File: src/rtl/regfile_port_sequencer_pkg.sv
// Package rv_regfile_pkg: shared types and constants for the register-file
// port sequencer.
//   seq_state_e  : sequencer FSM states (IDLE -> READ -> HOLD)
//   *_LSB        : bit positions of the rs1/rs2/rd fields in an RV32 instruction word
//   REG_ADDR_W   : register index width
//   X0           : index of the hard-wired zero register
//   reg_field()  : extracts a register index field from an instruction word
package rv_regfile_pkg;

    typedef enum logic [1:0] {
        IDLE = 2'd0,
        READ = 2'd1,
        HOLD = 2'd2
    } seq_state_e;

    localparam int RS1_LSB    = 15;
    localparam int RS2_LSB    = 20;
    localparam int RD_LSB     = 7;
    localparam int REG_ADDR_W = 5;

    localparam logic [REG_ADDR_W-1:0] X0 = 5'd0;

    function automatic logic [REG_ADDR_W-1:0] reg_field(input logic [31:0] inst,
                                                        input int          lsb);
        return inst[lsb +: REG_ADDR_W];
    endfunction

endpackage

File: src/rtl/regfile_port_sequencer_if.sv
// Interface regfile_port_sequencer_if: bundles every non-clock/reset signal of
// the sequencer.
//   inst_*    : instruction channel from the control FSM (valid/ready)
//   op_*, rs*_data_o, rd_o, inst_o : operand hand-off channel (valid/ready)
//   wb_*      : writeback request channel (wb_ready_o is constant 1)
//   rf_*      : register file ports (2 combinational reads, 1 write)
//   op_count_o: completed operand hand-offs, wrapping
// Modports:
//   slave  : the sequencer itself
//   master : the surrounding core / register file side
interface regfile_port_sequencer_if #(
    parameter int XLEN  = 32,
    parameter int CNT_W = 16
);
    import rv_regfile_pkg::*;

    logic                  inst_valid_i;
    logic                  inst_ready_o;
    logic [31:0]           inst_i;
    logic                  op_valid_o;
    logic                  op_ready_i;
    logic [XLEN-1:0]       rs1_data_o;
    logic [XLEN-1:0]       rs2_data_o;
    logic [REG_ADDR_W-1:0] rd_o;
    logic [31:0]           inst_o;
    logic                  wb_valid_i;
    logic                  wb_ready_o;
    logic [REG_ADDR_W-1:0] wb_addr_i;
    logic [XLEN-1:0]       wb_data_i;
    logic [REG_ADDR_W-1:0] rf_aa_o;
    logic [REG_ADDR_W-1:0] rf_ab_o;
    logic [XLEN-1:0]       rf_a_i;
    logic [XLEN-1:0]       rf_b_i;
    logic [REG_ADDR_W-1:0] rf_aw_o;
    logic                  rf_wren_o;
    logic [XLEN-1:0]       rf_wrdata_o;
    logic [CNT_W-1:0]      op_count_o;

    modport slave (
        input  inst_valid_i, inst_i, op_ready_i,
        input  wb_valid_i, wb_addr_i, wb_data_i,
        input  rf_a_i, rf_b_i,
        output inst_ready_o, op_valid_o, rs1_data_o, rs2_data_o, rd_o, inst_o,
        output wb_ready_o, rf_aa_o, rf_ab_o, rf_aw_o, rf_wren_o, rf_wrdata_o,
        output op_count_o
    );

    modport master (
        output inst_valid_i, inst_i, op_ready_i,
        output wb_valid_i, wb_addr_i, wb_data_i,
        output rf_a_i, rf_b_i,
        input  inst_ready_o, op_valid_o, rs1_data_o, rs2_data_o, rd_o, inst_o,
        input  wb_ready_o, rf_aa_o, rf_ab_o, rf_aw_o, rf_wren_o, rf_wrdata_o,
        input  op_count_o
    );

endinterface

File: src/rtl/regfile_port_sequencer_bypass.sv
// Module rf_bypass_mux: operand source select for one register read port.
// Picks the write data currently being strobed into the register file when it
// targets the same (non-zero) register as the read, otherwise the register
// file read data.
//   rs      : register index being read
//   aw      : register index of the write strobe
//   wren    : write strobe active
//   rf_data : register file read data for rs
//   wr_data : data of the write strobe
//   operand : selected operand value
module rf_bypass_mux
    import rv_regfile_pkg::*;
#(
    parameter int XLEN = 32
) (
    input  logic [REG_ADDR_W-1:0] rs,
    input  logic [REG_ADDR_W-1:0] aw,
    input  logic                  wren,
    input  logic [XLEN-1:0]       rf_data,
    input  logic [XLEN-1:0]       wr_data,
    output logic [XLEN-1:0]       operand
);

    logic hit;

    // x0 never bypasses: the register file already returns 0 for it.
    assign hit     = wren && (rs == aw) && (rs != X0);
    assign operand = hit ? wr_data : rf_data;

endmodule

File: src/rtl/regfile_port_sequencer.sv
// Module regfile_port_sequencer: client-side driver of a 2-read/1-write
// register file.
//   clk_i : clock, all state on the rising edge
//   rst_i : asynchronous reset, active high
//   bus   : regfile_port_sequencer_if.slave (instruction channel, operand
//           hand-off channel, writeback channel, register file ports, counter)
// An accepted instruction is held in a register that drives the read
// addresses; operands are captured one cycle later (with bypass from the
// write strobe in flight) and held until the consumer takes them.
// Writeback requests are turned into one-cycle registered write strobes
// independently of the instruction FSM.
module regfile_port_sequencer #(
    parameter int XLEN  = 32,
    parameter int CNT_W = 16
) (
    input  logic                    clk_i,
    input  logic                    rst_i,
    regfile_port_sequencer_if.slave bus
);
    import rv_regfile_pkg::*;

    localparam int NUM_RS = 2;

    seq_state_e            state_reg;
    seq_state_e            state_next;
    logic                  run_reg;
    logic [31:0]           inst_reg;
    logic [XLEN-1:0]       rs_reg [NUM_RS];
    logic [CNT_W-1:0]      count_reg;
    logic                  wren_reg;
    logic [REG_ADDR_W-1:0] aw_reg;
    logic [XLEN-1:0]       wrdata_reg;

    logic                  inst_ready;
    logic                  op_valid;
    logic                  capture;
    logic                  accept;
    logic                  handoff;
    logic                  wb_hit;

    logic [REG_ADDR_W-1:0] rs_addr  [NUM_RS];
    logic [XLEN-1:0]       rf_rdata [NUM_RS];
    logic [XLEN-1:0]       operand  [NUM_RS];

    // Read addresses come straight from the held instruction register so they
    // never glitch while the register file is being read.
    assign rs_addr[0]  = reg_field(inst_reg, RS1_LSB);
    assign rs_addr[1]  = reg_field(inst_reg, RS2_LSB);
    assign rf_rdata[0] = bus.rf_a_i;
    assign rf_rdata[1] = bus.rf_b_i;

    genvar gi;
    generate
        for (gi = 0; gi < NUM_RS; gi++) begin : g_bypass
            rf_bypass_mux #(
                .XLEN (XLEN)
            ) u_bypass (
                .rs      (rs_addr[gi]),
                .aw      (aw_reg),
                .wren    (wren_reg),
                .rf_data (rf_rdata[gi]),
                .wr_data (wrdata_reg),
                .operand (operand[gi])
            );
        end
    endgenerate

    assign accept  = bus.inst_valid_i && inst_ready;
    assign handoff = op_valid && bus.op_ready_i;
    assign wb_hit  = bus.wb_valid_i && (bus.wb_addr_i != X0);

    // ---------------- FSM: state register ----------------
    always_ff @(posedge clk_i or posedge rst_i) begin
        if (rst_i) begin
            state_reg <= IDLE;
        end else begin
            state_reg <= state_next;
        end
    end

    // ---------------- FSM: next state ----------------
    always_comb begin
        state_next = state_reg;
        unique case (state_reg)
            IDLE:    if (accept) state_next = READ;
            READ:    state_next = HOLD;
            HOLD:    if (handoff) state_next = accept ? READ : IDLE;
            default: state_next = IDLE;
        endcase
    end

    // ---------------- FSM: outputs ----------------
    always_comb begin
        inst_ready = 1'b0;
        op_valid   = 1'b0;
        capture    = 1'b0;
        unique case (state_reg)
            // run_reg keeps ready low while reset is asserted, so no output
            // is high during reset apart from wb_ready_o.
            IDLE:    inst_ready = run_reg;
            READ:    capture    = 1'b1;
            HOLD: begin
                op_valid   = 1'b1;
                inst_ready = bus.op_ready_i;
            end
            default: ;
        endcase
    end

    // ---------------- Instruction / operand datapath ----------------
    always_ff @(posedge clk_i or posedge rst_i) begin
        if (rst_i) begin
            run_reg   <= 1'b0;
            inst_reg  <= '0;
            count_reg <= '0;
            for (int i = 0; i < NUM_RS; i++) begin
                rs_reg[i] <= '0;
            end
        end else begin
            run_reg <= 1'b1;
            if (accept) begin
                inst_reg <= bus.inst_i;
            end
            if (capture) begin
                for (int i = 0; i < NUM_RS; i++) begin
                    rs_reg[i] <= operand[i];
                end
            end
            if (handoff) begin
                count_reg <= count_reg + 1'b1;
            end
        end
    end

    // ---------------- Writeback stage ----------------
    // One register stage; address/data only move on a real write so the
    // write port stays quiet between strobes.
    always_ff @(posedge clk_i or posedge rst_i) begin
        if (rst_i) begin
            wren_reg   <= 1'b0;
            aw_reg     <= '0;
            wrdata_reg <= '0;
        end else begin
            wren_reg <= wb_hit;
            if (wb_hit) begin
                aw_reg     <= bus.wb_addr_i;
                wrdata_reg <= bus.wb_data_i;
            end
        end
    end

    // ---------------- Outputs ----------------
    assign bus.inst_ready_o = inst_ready;
    assign bus.op_valid_o   = op_valid;
    assign bus.rs1_data_o   = rs_reg[0];
    assign bus.rs2_data_o   = rs_reg[1];
    assign bus.rd_o         = reg_field(inst_reg, RD_LSB);
    assign bus.inst_o       = inst_reg;
    assign bus.wb_ready_o   = 1'b1;
    assign bus.rf_aa_o      = rs_addr[0];
    assign bus.rf_ab_o      = rs_addr[1];
    assign bus.rf_aw_o      = aw_reg;
    assign bus.rf_wren_o    = wren_reg;
    assign bus.rf_wrdata_o  = wrdata_reg;
    assign bus.op_count_o   = count_reg;

endmodule

File: src/flat_wrapper.sv
// flat-port wrapper written by rule: the top's interface ports become plain ports
module regfile_port_sequencer_flat import rv_regfile_pkg::*;
#(
    parameter int XLEN  = 32,
    parameter int CNT_W = 16
)
  (clk_i, rst_i, bus_inst_valid_i, bus_inst_i, bus_op_ready_i, bus_wb_valid_i, bus_wb_addr_i, bus_wb_data_i, bus_rf_a_i, bus_rf_b_i, bus_inst_ready_o, bus_op_valid_o, bus_rs1_data_o, bus_rs2_data_o, bus_rd_o, bus_inst_o, bus_wb_ready_o, bus_rf_aa_o, bus_rf_ab_o, bus_rf_aw_o, bus_rf_wren_o, bus_rf_wrdata_o, bus_op_count_o);
  regfile_port_sequencer_if #(.XLEN(XLEN), .CNT_W(CNT_W)) bus_i ();
  input  logic clk_i;
  input  logic rst_i;
  input wire logic [$bits(bus_i.inst_valid_i)-1:0] bus_inst_valid_i;
  input wire logic [$bits(bus_i.inst_i)-1:0] bus_inst_i;
  input wire logic [$bits(bus_i.op_ready_i)-1:0] bus_op_ready_i;
  input wire logic [$bits(bus_i.wb_valid_i)-1:0] bus_wb_valid_i;
  input wire logic [$bits(bus_i.wb_addr_i)-1:0] bus_wb_addr_i;
  input wire logic [$bits(bus_i.wb_data_i)-1:0] bus_wb_data_i;
  input wire logic [$bits(bus_i.rf_a_i)-1:0] bus_rf_a_i;
  input wire logic [$bits(bus_i.rf_b_i)-1:0] bus_rf_b_i;
  output wire logic [$bits(bus_i.inst_ready_o)-1:0] bus_inst_ready_o;
  output wire logic [$bits(bus_i.op_valid_o)-1:0] bus_op_valid_o;
  output wire logic [$bits(bus_i.rs1_data_o)-1:0] bus_rs1_data_o;
  output wire logic [$bits(bus_i.rs2_data_o)-1:0] bus_rs2_data_o;
  output wire logic [$bits(bus_i.rd_o)-1:0] bus_rd_o;
  output wire logic [$bits(bus_i.inst_o)-1:0] bus_inst_o;
  output wire logic [$bits(bus_i.wb_ready_o)-1:0] bus_wb_ready_o;
  output wire logic [$bits(bus_i.rf_aa_o)-1:0] bus_rf_aa_o;
  output wire logic [$bits(bus_i.rf_ab_o)-1:0] bus_rf_ab_o;
  output wire logic [$bits(bus_i.rf_aw_o)-1:0] bus_rf_aw_o;
  output wire logic [$bits(bus_i.rf_wren_o)-1:0] bus_rf_wren_o;
  output wire logic [$bits(bus_i.rf_wrdata_o)-1:0] bus_rf_wrdata_o;
  output wire logic [$bits(bus_i.op_count_o)-1:0] bus_op_count_o;
  assign bus_i.inst_valid_i = bus_inst_valid_i;
  assign bus_i.inst_i = bus_inst_i;
  assign bus_i.op_ready_i = bus_op_ready_i;
  assign bus_i.wb_valid_i = bus_wb_valid_i;
  assign bus_i.wb_addr_i = bus_wb_addr_i;
  assign bus_i.wb_data_i = bus_wb_data_i;
  assign bus_i.rf_a_i = bus_rf_a_i;
  assign bus_i.rf_b_i = bus_rf_b_i;
  assign bus_inst_ready_o = bus_i.inst_ready_o;
  assign bus_op_valid_o = bus_i.op_valid_o;
  assign bus_rs1_data_o = bus_i.rs1_data_o;
  assign bus_rs2_data_o = bus_i.rs2_data_o;
  assign bus_rd_o = bus_i.rd_o;
  assign bus_inst_o = bus_i.inst_o;
  assign bus_wb_ready_o = bus_i.wb_ready_o;
  assign bus_rf_aa_o = bus_i.rf_aa_o;
  assign bus_rf_ab_o = bus_i.rf_ab_o;
  assign bus_rf_aw_o = bus_i.rf_aw_o;
  assign bus_rf_wren_o = bus_i.rf_wren_o;
  assign bus_rf_wrdata_o = bus_i.rf_wrdata_o;
  assign bus_op_count_o = bus_i.op_count_o;
  regfile_port_sequencer #(.XLEN(XLEN), .CNT_W(CNT_W)) u_core (.clk_i(clk_i), .rst_i(rst_i), .bus(bus_i));
endmodule
File: config.mk
export PLATFORM = sky130hd
export DESIGN_NAME = regfile_port_sequencer_flat
export DESIGN_NICKNAME = d
export VERILOG_FILES = /design/src/rtl/regfile_port_sequencer_pkg.sv /design/src/rtl/regfile_port_sequencer_if.sv /design/src/rtl/regfile_port_sequencer_bypass.sv /design/src/rtl/regfile_port_sequencer.sv /design/src/flat_wrapper.sv
export SDC_FILE = /design/constraint.sdc
export NUM_CORES = 1
export LEC_CHECK = 0
export CAP_MARGIN = 20
export CORE_MARGIN = 2
export CORE_UTILIZATION = 30
export CTS_CLUSTER_DIAMETER = 30
export DETAILED_ROUTE_END_ITERATION = 10
export HOLD_SLACK_MARGIN = 0.12
export PLACE_DENSITY_LB_ADDON = 0.05
export SLEW_MARGIN = 20
export SYNTH_ARGS = -nofsm -noshare
export SYNTH_HDL_FRONTEND = slang
export SYNTH_SLANG_ARGS = --single-unit
File: constraint.sdc
create_clock -name clk_i -period 4.3 [get_ports clk_i]
set_input_delay 0.43 -clock clk_i [delete_from_list [all_inputs] [get_ports clk_i]]
set_output_delay 0.43 -clock clk_i [all_outputs]
set_load 0.005 [all_outputs]
==> reports/metrics.cfg, run 1 <==
[run_status]
status=complete, no violations

[clocking]
cts-root-buf=clkbuf_16
cts_tree=done
clk_latency_ns=0.42
post_cts_buffers=0
hold_buffers=0
h-tree-depth=4
clockBufferDepth=2
clkTransAtPathRegs_ns=0.07
cts_resized=0
clkSinkCount=153
cts_buffers=17

[synth]
async_flop_share_pct=100
synth_enable_flop_cells=0
netlist-cell-type-count=42
synthFlopType=dfrtp_1
syn_area_um2=7570
synth_area_per_cell_um2=11.1
yosysSeqAreaShare_pct=50.6
yosysTopAreaCell=dfrtp_1
yosysWarnings=0
synth_top_area_share_pct=50.6
synth_cells=683
ys_ff_latch=153
synth.area.top_cells=dfrtp_1, mux2_2, o31ai_1, or4_1, a31oi_1

[critical_path]
critPathTopFamily=compound AO/OA/AOI/OAI gates
worst-path-buf-inv=1
crit_chain=or4_4 -> a21oi_4 -> buf_4 -> o31ai_1 -> a31oi_1
reg2reg_depth=5
endpoint_kind=register
startpoint_type=register
ff2ff_setup_slack_ns=1.64
cp_max_fo=41
worstPathArrival_ns=3.00
cp_data_required_time_ns=4.63
timing.rr.end=u_core.bus.rs1_data_o[21]
cp_slowest_cell=a21oi_4
path_class=reg2reg
r2r-start=u_core.bus.inst_o[15]
cp_slowest_stage_delay_ns=0.82

[grt]
grt_first_pass_wirelength_um=37900
grt_max_degree=79
grt.total_usage_pct=18.6
grt_pass1_vias=6572
overflow=0
antenna_found_initial=0

[place]
dp_cells=1254
place_congestion=0.803
place_hpwl_um=17900
dpl-instance-area_um2=10600
place_ws_ns=1.52
port_buffers=304

[floorplan]
die_area_um2=26500
core-area_um2=25000
die_width_um=163
die_h_um=163
start_util_pct=30.3
ios=306
rows=58

[drt]
avgRoutedWirePerCell_um=19.4
ant_nets=0
drtIter0Drc=349
via_count=6364
viasPerCell=4.94
wirelength_um=25000
drc_errors=0
dr.pass1.iters=4

[final_layout]
area_delta_synth_final_pct=48.7
fin_area_um2=11300
multi_input_area_um2=3130
antenna_cells=0
finalNonFillerCells=1287
regArea_um2=3830
fin_nets=1083
fillers=2385
final_cell_mix=clkdlybuf4s50_1, dfrtp_1, mux2_2
drive_gt1_share_pct=13.3
final_common_cell=clkdlybuf4s50_1

[min_path]
hold_end=u_core.bus.op_count_o[15]
worstHoldPathType=reg2reg
whs_path_depth=1
hold_start=u_core.bus.op_count_o[15]

[sta]
setup_ws_ns=1.64
hold_viol=0
worst_slew_pin_slew_ns=1.03
setup_viol=0
relSlewSlack_pct=31.0
finClkSkew_ns=0.0121
slew_violations=0
period_needed_ns=2.66
fin_tns_setup_ns=0
fmax_mhz=375
min_period_over_period_pct=62.0
rsz0062_at_grt=no

[pwr]
power.density_nw_per_um2=506
p_leak_nw=4.37
max-vdd-ir-drop_v=0.000257

[flow_run]
drv_cap=0

worst max-delay path by stage:
| stage | start | end | slack (ns) | depth (start not counted) |
|---|---|---|---|---|
| after CTS | u_core.bus.inst_o[15] | u_core.bus.rs1_data_o[21] | 1.64 | 5 |
| after detailed placement | bus_wb_addr_i[1] | u_core.bus.rf_wrdata_o[17] | 1.52 | 5 |
| final | u_core.bus.inst_o[15] | u_core.bus.rs1_data_o[21] | 1.64 | 5 |
| after floorplan | rst_i | u_core.bus.inst_o[0] | 1.94 | 1 |
| after global routing | u_core.bus.inst_o[17] | u_core.bus.rs1_data_o[13] | 1.47 | 5 |
| after global placement | bus_wb_addr_i[1] | u_core.bus.rf_wrdata_o[22] | 1.60 | 5 |
Yosys cell counts (2+ instances only):
cell and instances:
inv_1 28, a31oi_1 42, or4_2 4, clkbuf_8 8
mux2_2 65, or4_1 38, nor2_1 49, nand3_1 8
nor3_1 3, buf_4 17, nand2_1 61, nor4_1 2
clkbuf_1 28, buf_6 4, nand4_1 3, xor2_1 9
buf_2 16, o21ai_1 2, o31ai_1 40, o41ai_1 22
o31ai_2 2, dfrtp_1 153, o31a_1 22, or4_4 2
xnor2_1 13, nor2b_1 2, o22a_1 22, buf_12 4
cell families (layout without fill, tap and decap cells):
| family | count (synthesis) | count (layout) | share of synthesized area, % |
|---|---|---|---|
| flip-flops | 153 | 153 | 50.6 |
| AND/OR/NAND/NOR | 177 | 177 | 11.8 |
| other | 1 | 2 | 0.0495 |
| adder cells (fa/ha/maj) | 1 | 1 | 0.165 |
| XOR/XNOR | 23 | 23 | 2.76 |
| AO/OA/AOI/OAI | 157 | 157 | 16.2 |
| multiplexers | 66 | 66 | 9.80 |
| buffers and inverters | 105 | 378 | 8.63 |
worst register-to-register path, cell delays in order (launching register included):
cell     delay, ns
dfrtp_1       0.46
or4_4         0.59
a21oi_4       0.82
buf_4         0.41
o31ai_1       0.10
a31oi_1       0.21
report_power, final:
group          switching, mW  total (mW)  internal [mW]
clock network          0.654        1.53          0.872
logic                  0.848        2.04           1.19
registers              0.316        2.13           1.82
total                   1.82        5.70           3.88
per-stage QoR:
step	hold slack, ns	total power, mW	utilization [%]
finish	0.479	5.70	45.1
CTS	0.489	5.77	45.0
global route	0.518	6.02	45.1
global placement	0.459	4.18	42.6
floorplan	0.465	3.05	-
detailed placement	0.475	4.22	42.6
metal layers:
layer | up-vias | part of all wire, % | global-route usage [%]
met4 | 0 | 1.0 | 4.51
met5 | - | 0 | 0
met2 | 217 | 48 | 30.5
met1 | 3107 | 44 | 24.6
met3 | 17 | 6.9 | 4.97
li1 | 3023 | - | -
layout make-up:
class,instances,area share [%]
clock inverter,14,1.45
sequential,153,34.0
timing repair buffer,318,28.3
multi-input combinational,426,27.8
clock buffer,18,3.81
tap,330,3.67
inverter,28,0.967
No activity file was read; power rests on OpenSTA's default activity.
==> run 2, diff against run 1 <==
==> constraint.sdc (replaced) <==
create_clock -name clk_i -period 2.2 [get_ports clk_i]
set_input_delay 0.22 -clock clk_i [delete_from_list [all_inputs] [get_ports clk_i]]
set_output_delay 0.22 -clock clk_i [all_outputs]
set_load 0.005 [all_outputs]
==> reports/metrics.cfg, run 2 (same netlist as run 1, synthesis figures left out) <==
[critical_path]
crit_chain=nor4_1 -> o21a_2 -> buf_12 -> o41ai_1 -> o22a_1
cp_slowest_cell=o21a_2
endpoint_kind=register
cp_max_fo=44  ; +7.3%
startpoint_type=register
cp_data_required_time_ns=2.50  ; -2.13 ns
path_class=reg2reg
cp_slowest_stage_delay_ns=0.50  ; -0.32 ns
worstPathArrival_ns=2.30  ; -0.70 ns

[sta]
finClkSkew_ns=0.0116  ; -0.000531 ns
fmax_mhz=500  ; +33%
fin_tns_setup_ns=0  ; unchanged
slew_violations=0  ; unchanged
rsz0062_at_grt=no
setup_viol=0  ; unchanged
relSlewSlack_pct=51.8  ; +21 points
worst_slew_pin_slew_ns=0.718  ; -0.314 ns
min_period_over_period_pct=90.9  ; +29 points
period_needed_ns=2.00  ; -0.665 ns
hold_viol=0  ; unchanged

[clocking]
clk_latency_ns=0.42  ; about the same
hold_buffers=0  ; unchanged
h-tree-depth=4  ; unchanged
clkSinkCount=153  ; unchanged
clockBufferDepth=2  ; unchanged
cts_tree=done
cts_buffers=17  ; unchanged
cts-root-buf=clkbuf_16
clkTransAtPathRegs_ns=0.06  ; about the same

[drt]
via_count=6412  ; +0.75%
avgRoutedWirePerCell_um=19.1  ; -1.8%
dr.pass1.iters=5  ; +1
drc_errors=0  ; unchanged
viasPerCell=4.96  ; +0.21%
ant_nets=0  ; unchanged
drtIter0Drc=378  ; +8.3%
wirelength_um=24700  ; -1.2%

[final_layout]
area_delta_synth_final_pct=50.4
multi_input_area_um2=3140  ; +0.24%
drive_gt1_share_pct=13.7  ; +0.44 points
final_common_cell=clkdlybuf4s50_1
final_cell_mix=clkdlybuf4s50_1, dfrtp_1, mux2_2
fillers=2415  ; +1.3%
fin_area_um2=11400  ; +1.1%
regArea_um2=3830  ; unchanged
fin_nets=1089  ; +0.55%

[grt]
grt_pass1_vias=6617  ; +0.68%
antenna_found_initial=1  ; +1
grt_first_pass_wirelength_um=38200  ; +0.71%
grt_max_degree=109  ; +38%
overflow=0  ; unchanged
grt.total_usage_pct=18.7  ; +0.10 points

[floorplan]
die_area_um2=26500  ; unchanged
die_width_um=163  ; unchanged
ios=306  ; unchanged
rows=58  ; unchanged
core-area_um2=25000  ; unchanged
start_util_pct=30.3  ; unchanged
die_h_um=163  ; unchanged

[place]
place_hpwl_um=17700  ; -1.5%
dpl-instance-area_um2=10800  ; +1.3%
place_congestion=0.758  ; -5.7%
port_buffers=304  ; unchanged

[pwr]
power.density_nw_per_um2=988  ; +95%
p_leak_nw=4.41  ; +0.90%
max-vdd-ir-drop_v=0.000450  ; +75%
totalPowerFinal_mw=11.2  ; +97%

[min_path]
worstHoldPathType=in2async

[flow_run]
drv_cap=0  ; unchanged

[run_status]
status=complete, no violations

==> run 2: layout make-up <==
cell class                 count  area share (%)
multi-input combinational    426            27.5
clock inverter                12            1.24
inverter                      28           0.956
timing repair buffer         324            29.0
tap                          330            3.63
antenna                        1          0.0220
sequential                   153            33.6
clock buffer                  20            3.92
==> run 2: critical path: cells and delay by family, from the launching register on <==
family | cells | cell delay, ns
buf+inv | 1 | 0.29
flops | 1 | 0.49
compound gates | 3 | 0.79
simple gates | 1 | 0.30
==> run 2: path summary, 6_finish.rpt <==
check / slack (ns) / endpoint / cells past startpoint / start
worst max-delay path: 0.20 / u_core.bus.rs2_data_o[16] / 5 / u_core.bus.rf_aw_o[2]
worst min-delay path: 0.33 / u_core.bus.rf_wrdata_o[2] / 3 / rst_i
worst max register to register: 0.20 / u_core.bus.rs2_data_o[16] / 5 / u_core.bus.rf_aw_o[2]
worst min register to register: 0.47 / u_core.bus.op_count_o[15] / 1 / u_core.bus.op_count_o[15]
max in group asynchronous: 1.38 / u_core.bus.rf_wrdata_o[12] / 3 / rst_i
min in group clk_i: 0.38 / u_core.bus.rs1_data_o[16] / 3 / bus_rf_a_i[16]
==> run 2: metal layers <==
layer  part of all wire [%]  GRT usage (%)
met1                     45           25.2
met2                     48           30.2
met3                    6.2           4.58
met4                   0.83           5.07
met5                      0              0
==> run 2: power breakdown <==
| part | internal, mW | total [mW] | switching [mW] |
|---|---|---|---|
| sequential | 3.55 | 4.14 | 0.596 |
| combinational | 2.43 | 4.13 | 1.70 |
| clock | 1.72 | 2.97 | 1.25 |
==> run 2: through the flow <==
step / hold WS, ns / utilization [%] / worst slack (ns) / cells
2_1_floorplan: 0.325 / - / 0.0491 / 684
3_3_place_gp: 0.463 / 43.2 / 0.0508 / 1261
3_5_place_dp: 0.465 / 43.2 / 0.0619 / 1261
4_1_cts: 0.353 / 45.6 / 0.0851 / 1293
5_1_grt: 0.378 / 45.6 / 0.0425 / 1294
6_report: 0.325 / 45.6 / 0.201 / 1294
==> run 2: what timing repair did <==
item | CTS | global route
gates resized for setup | 0 | 1
setup endpoints to repair | 0 | 4
buffers inserted | 0 | 0
